**config.mk**
```make
export PLATFORM = sky130hd
export DESIGN_NAME = alu_cmd_sequencer
export DESIGN_NICKNAME = d
export VERILOG_FILES = /design/src/rtl/alu_cmd_sequencer.sv
export SDC_FILE = /design/constraint.sdc
export NUM_CORES = 1
export LEC_CHECK = 0
export ABC_AREA = 1
export CELL_PAD_IN_SITES_DETAIL_PLACEMENT = 1
export CELL_PAD_IN_SITES_GLOBAL_PLACEMENT = 1
export CORE_MARGIN = 2
export CORE_UTILIZATION = 28
export DETAILED_ROUTE_END_ITERATION = 10
export GPL_TIMING_DRIVEN = 1
export PLACE_DENSITY = 0.87
export SYNTH_ARGS = -nofsm -noshare
export SYNTH_HDL_FRONTEND = slang
export SYNTH_SLANG_ARGS = --single-unit
export TNS_END_PERCENT = 50
```
**constraint.sdc**
```tcl
create_clock -name clk -period 1.4 [get_ports clk]
set_clock_uncertainty 0.15 [all_clocks]
set_input_delay 0.28 -clock clk [delete_from_list [all_inputs] [get_ports clk]]
set_output_delay 0.28 -clock clk [all_outputs]
set_load 0.02 [all_outputs]
```
**src/rtl/alu_cmd_sequencer.sv**
```systemverilog
// Command-side sequencer for a combinational ALU: issues one command at a time,
// holds the ALU inputs for SETTLE cycles, captures the result and hands it back.
module alu_cmd_sequencer #(
    parameter int W      = 16,
    parameter int SETTLE = 1
) (
    input  logic         clk,
    input  logic         rst_n,
    input  logic         cmd_valid,
    output logic         cmd_ready,
    input  logic [4:0]   cmd_op,
    input  logic [W-1:0] cmd_a,
    input  logic [W-1:0] cmd_b,
    input  logic         cmd_use_acc,
    output logic [4:0]   alu_op,
    output logic [W-1:0] alu_operandA,
    output logic [W-1:0] alu_operandB,
    input  logic [W-1:0] alu_result,
    input  logic [3:0]   alu_flags,
    output logic         rsp_valid,
    input  logic         rsp_ready,
    output logic [W-1:0] rsp_result,
    output logic [3:0]   rsp_flags,
    output logic [W-1:0] acc,
    output logic [15:0]  op_count
);

    typedef enum logic [1:0] {IDLE, ISSUE, CAPTURE, RESP} state_t;

    localparam logic [3:0] SETTLE_LOAD = 4'(SETTLE - 1);

    state_t       state_q, state_d;
    logic [3:0]   settle_q, settle_d;
    logic [4:0]   alu_op_q, alu_op_d;
    logic [W-1:0] opa_q, opa_d;
    logic [W-1:0] opb_q, opb_d;
    logic [W-1:0] rsp_result_q, rsp_result_d;
    logic [3:0]   rsp_flags_q, rsp_flags_d;
    logic [W-1:0] acc_q, acc_d;
    logic [15:0]  op_count_q, op_count_d;

    always_ff @(posedge clk or negedge rst_n) begin
        if (!rst_n) begin
            state_q      <= IDLE;
            settle_q     <= '0;
            alu_op_q     <= '0;
            opa_q        <= '0;
            opb_q        <= '0;
            rsp_result_q <= '0;
            rsp_flags_q  <= '0;
            acc_q        <= '0;
            op_count_q   <= '0;
        end else begin
            state_q      <= state_d;
            settle_q     <= settle_d;
            alu_op_q     <= alu_op_d;
            opa_q        <= opa_d;
            opb_q        <= opb_d;
            rsp_result_q <= rsp_result_d;
            rsp_flags_q  <= rsp_flags_d;
            acc_q        <= acc_d;
            op_count_q   <= op_count_d;
        end
    end

    always_comb begin
        state_d      = state_q;
        settle_d     = settle_q;
        alu_op_d     = alu_op_q;
        opa_d        = opa_q;
        opb_d        = opb_q;
        rsp_result_d = rsp_result_q;
        rsp_flags_d  = rsp_flags_q;
        acc_d        = acc_q;
        op_count_d   = op_count_q;
        case (state_q)
            IDLE: begin
                if (cmd_valid) begin
                    // Operand A chains from the accumulator as it stood before this command.
                    alu_op_d = cmd_op;
                    opa_d    = cmd_use_acc ? acc_q : cmd_a;
                    opb_d    = cmd_b;
                    settle_d = SETTLE_LOAD;
                    state_d  = ISSUE;
                end
            end
            ISSUE: begin
                if (settle_q == 4'd0) begin
                    state_d = CAPTURE;
                end else begin
                    settle_d = settle_q - 4'd1;
                end
            end
            CAPTURE: begin
                rsp_result_d = alu_result;
                rsp_flags_d  = alu_flags;
                acc_d        = alu_result;
                state_d      = RESP;
            end
            RESP: begin
                if (rsp_ready) begin
                    op_count_d = op_count_q + 16'd1;
                    state_d    = IDLE;
                end
            end
            default: state_d = IDLE;
        endcase
    end

    assign cmd_ready    = (state_q == IDLE);
    assign rsp_valid    = (state_q == RESP);
    assign alu_op       = alu_op_q;
    assign alu_operandA = opa_q;
    assign alu_operandB = opb_q;
    assign rsp_result   = rsp_result_q;
    assign rsp_flags    = rsp_flags_q;
    assign acc          = acc_q;
    assign op_count     = op_count_q;

endmodule

```
# ---- After elaboration in Yosys (flattened, before gate mapping)
# Index checks and enable logic that the tools add are counted.
dict set report classes {
  add_sub_neg 2
  mul 0
  div_mod_pow 0
  magnitude_cmp 0
  eq_ne 7
  shift 0
  n_mux 8
  bitwise 0
  reduce_logical 7
}
# op count
set ops {}
lappend ops {{16-bit by 1-bit adder with 16-bit output, second input constant} 1}
lappend ops {{16-bit two-way mux} 1}
lappend ops {{4-bit two-way mux} 2}
lappend ops {{2-bit one-hot mux with 4 select lines} 1}
lappend ops {{4-bit one-hot mux with 2 select lines} 1}
lappend ops {{2-bit two-way mux} 3}
lappend ops {{2-bit inequality test, second input constant} 3}
lappend ops {{3-bit AND reduction} 2}
lappend ops {{2-bit == test, second input constant} 2}
lappend ops {{4-bit zero test} 1}
lappend ops {{2-bit AND reduction} 2}
lappend ops {{4-bit by 1-bit subtractor with 4-bit output, second input constant} 1}
lappend ops {{2-bit by 1-bit == test with 1-bit output, second input constant} 1}
lappend ops {{2-bit zero test} 1}
lappend ops {{2-bit by 1-bit inequality test with 1-bit output, second input constant} 1}
lappend ops {{2-bit nonzero test} 1}
dict set report totals {
  reg_bits 79
  latch_bits 0
  ram_bits 0
  romBits 0
  in_bits 62
  output_inout_bits 91
  word_cells 32
  mem_count 0
}

# ---- Logic depth before layout (Yosys ltp)
dict set report logic_depth {
  word_depth 3
  mapped_depth 9
  depth_no_buf 9
}

# ---- Worst setup path after synthesis
# Ideal clock, no wire load.
dict set report synth_path {
  path_type {flip-flop to flip-flop}
  from {reg state_q[0]}
  to {reg op_count_q[15] (netlist: op_count[15])}
  setup_time_ns 0.113
  arrival_time_ns 1.371
  required_time_ns 1.137
  setup_slack_ns -0.234
  stages_incl_launch_ff 9
  n_path_buf 0
  period_less_slack_ns 1.634
  path_cell_list {dfrtp_1 ha_1 nand2_2 nor2_4 nand2_1 nor2_2 nand3_1 nand2_1 inv_1}
}
dict set report synth_between {
  elab_chain_len 2
}
# element line
set synth_lines {}
lappend synth_lines {{start: declaration} 32} ;# state_t state_q, state_d;
lappend synth_lines {{start signal: assignment} 54} ;# state_q <= state_d;
lappend synth_lines {{2-bit == test} --}
lappend synth_lines {{via rsp_valid} 20} ;# output logic rsp_valid,
lappend synth_lines {{2-bit AND reduction (no line)} --}
lappend synth_lines {{end signal: assignment} 62} ;# op_count_q <= op_count_d;
lappend synth_lines {{end: declaration} 40} ;# logic [15:0] op_count_q, op_count_d;
# The timed path passes the listed nets, and every way through them passes these cells.
# A chain may end at the register's enable or synchronous reset.

# ---- Worst setup path after layout
dict set report layout_path {
  from {reg state_q[0]}
  to {reg settle_q[0]}
}
dict set report layout_between {
  elab_chain_len 3
  word_cells_on_any_way 7
  cone_classes {3 x eq/ne; 1 x mux; 3 x reduce/logical}
}
# element line
set layout_lines {}
lappend layout_lines {{2-bit by 1-bit == test with 1-bit output or 2-bit zero test (tied branches)} 76} ;# case (state_q)
lappend layout_lines {{2-bit inequality test (no line) or 2-bit nonzero test (tied branches)} --}
lappend layout_lines {{3-bit AND reduction (no line)} --}
lappend layout_lines {{end signal: assignment} 55} ;# settle_q <= settle_d;
lappend layout_lines {{end: declaration} 33} ;# logic [3:0] settle_q, settle_d;
# Several ways; a longest one is shown, not always the timed one.

==> metrics.cfg <==
[timing]
worst_slew_pin_slew_ps=336
finalHoldViolCount=0
max_freq_mhz=626
finalSetupViolations=79
min_period_ps=1600
rsz0062_at_grt=yes
fin_ws_ps=-199
worst_slew_margin_rel_pct=77.4
fin_setup_tns_ps=-7840
period_share_pct=114
finalMaxSlewViolations=0

[clock_network]
clkSinkCount=79
tritoncts=done
clk_latency_ps=340
clock-root-buffer=clkbuf_16
cts_max_path_buffers=2
clk_pin_slew_ps=70
cts_made_buffers=9
htree_levels=3

[grt]
grt_pass1_wl_mm=19.6
antenna_found_initial=0
first_global_vias=3835
grt_usage_pct=17.4
grt_max_degree=43
grt_overflow=0

[synth]
netlist.top_cell.by_area=dfrtp_1
avgSynthCellArea_um2=8.63
synthMuxAreaShare_pct=1.24
yosys.area_share.simple_pct=23.9
synth_seq_area_share_pct=54.3
synth_edf_count=0
synthCells=422
synth.top_cell.area_share_pct=54.3
synthAdderAreaFrac_pct=2.41
synth_cell_types=26
synth-seq-cells=79
synth_compound_area_share_pct=6.32
ys_top_cells_by_area=dfrtp_1 54%, nand2_1 18%, inv_1 4.2%, buf_4 3.3%, o211ai_1 3.3%
synth_top_family_by_area=simple AND/OR/NAND/NOR gates
synth.cell_area_mm2=0.00364
synthArstFlopShare_pct=100
yosysWarnings=0
synth_nets=491
yosysMostFrequentCell=nand2_1
synth-xor-area-share_pct=2.41
yosys-top-cells-count=172 x nand2_1, 79 x dfrtp_1, 41 x inv_1
synth_ff_type=dfrtp_1

[outcome]
failed_checks=setup timing
outcome=complete, but fails checks

[placed_design]
globalplace.congestion=0.823
io_buffers=152
dpl.hpwl_mm=8.90
dp.cells=751

[floorplan]
die_h_um=118
coreArea_mm2=0.0127
io_pins=153
dieArea_mm2=0.0139
chipWidth_um=118
initial_core_util_pct=28.7
rows=41

[pwr]
switching_power_mw=5.44
ir_drop_v=0.000969
p_int_mw=7.16
total_power_mw=12.6
leakage_nw=2.94
pwr-share-seq_pct=30.5
switching_share_pct=43.2
power_frac_clock_pct=18.7
power_frac_comb_pct=50.8
power-per-cell-area_mw_per_mm2=2210

[hold_path]
hold_class=in -> async

[worst_setup_path]
crit_path_cell_trace=inv_2 -> ha_4 -> buf_6 -> inv_2 -> or2_0 -> nand2_1 -> nand2_4 -> inv_4 -> o21ai_2
r2r.worst_path.cells=9
reg2reg_from=state_q[0]
rr_endpoint=settle_q[0]
worst_setup_path_start_kind=flip-flop
r2r_setup_slack_ps=-200
max_stage_delay_ps=450
end_kind=flip-flop
critPathKind=reg -> reg
cp.arrival_ps=1670
slowest_stage=dfrtp_2
worstPathRequired_ps=1470
path_common_cell=inv_2
cp_max_fo=5

[layout]
final_cell_count_no_fill=775
finish.utilization_pct=45.0
finalNetCount=667
layout-drive-gt1-share_pct=34.2
fillers=1540
antenna_cells=0
seq_area_mm2=0.00198
multi_input_area_mm2=0.00150
area_growth_pct=56.8

[run]
drv_cap=0

[drt]
wire_per_inst_um=15.8
vias=3482
drt_first_iter_violations=107
post-route-drc-count=0
drt-vias-per-instance=4.49
ant_nets=0
wl_mm=12.2
drt_pass1_iterations=4

[critical path, delay by kind of cell, from the launching register on]
family,cells,cell delay (ps)
flops,1,450
compound gates,1,50
fa+ha+maj,1,130
buf+inv,4,300
simple gates,3,380
[kinds of logic after synthesis]
logic type,count (synthesis)
compound gates,38
fa+ha+maj,7
simple gates,212
flops,79
xor+xnor,10
buf+inv,72
mux,4
[flip-flops by register name, summed over array words and instances, names as in the netlist]
name,flops
op_count,16
alu_operandB,16
settle_q,4
alu_operandA,16
acc,16
alu_op,5
rsp_flags,4
state_q,2
[cell usage in the layout, fill, tap and decap left out, types with 8 or more instances in the layout]
master	synthesis	layout
inv_1	41	35
buf_4	16	32
clkdlybuf4s50_1	0	60
clkbuf_16	0	12
buf_2	10	88
o21ai_1	1	12
nand2_2	2	13
nand2_1	172	159
nor2_1	12	10
o211ai_1	16	16
o21ai_2	0	8
dfrtp_1	79	75
nand3_1	11	9
[metrics by stage]
stage          setup slack (ps)  hold WS [ps]  area [um^2]
6_report                   -199           261         5710
5_1_grt                    -267           299         5710
4_1_cts                    -228           246         5480
3_5_place_dp               -350          52.9         5570
3_3_place_gp               -316          49.2         5570
2_1_floorplan             -65.0          -166         3710
[worst max path at each step]
stage	slack (ps)	to	from	depth (start not counted)
after floorplan	-60	op_count[15]	state_q[0]	8
after global placement	-320	op_count[15]	rsp_ready	8
after detailed placement	-350	op_count[15]	rsp_ready	8
after CTS	-230	settle_q[3]	state_q[0]	9
after global routing	-270	op_count[14]	state_q[0]	9
final	-200	settle_q[0]	state_q[0]	9
[power by group through the flow]
stage / Combinational (mW) / Sequential [mW] / Clock (mW)
after floorplan: 2.52 / 4.85 / 0
after global placement: 6.45 / 3.82 / 0
after detailed placement: 6.67 / 3.90 / 0
after CTS: 5.85 / 3.84 / 2.43
after global routing: 6.94 / 3.97 / 2.51
final: 6.41 / 3.84 / 2.35
[per-layer routing]
layer,GRT usage [%],up-vias,wire [um]
li1,-,1645,-
met1,19.5,1745,5110
met2,32.5,82,6470
met3,3.78,10,504
met4,6.02,0,140
met5,0,-,0
[timing repair]
action                     CTS  global route
pin swaps                   11             8
buffers inserted             1             3
resized for setup          392            44
hold endpoints to repair    20             0
cloned                       0             3
setup endpoints to repair  169            82
hold buffers                 1             0
[layout make-up]
type	count	area share [%]
Inverter	42	2.85
Tap cell	172	3.77
Multi-Input combinational cell	271	26.2
Sequential cell	79	34.7
Clock inverter	7	1.27
Clock buffer	9	3.95
Timing Repair Buffer	195	27.2
(Power assumes the default switching activity.)
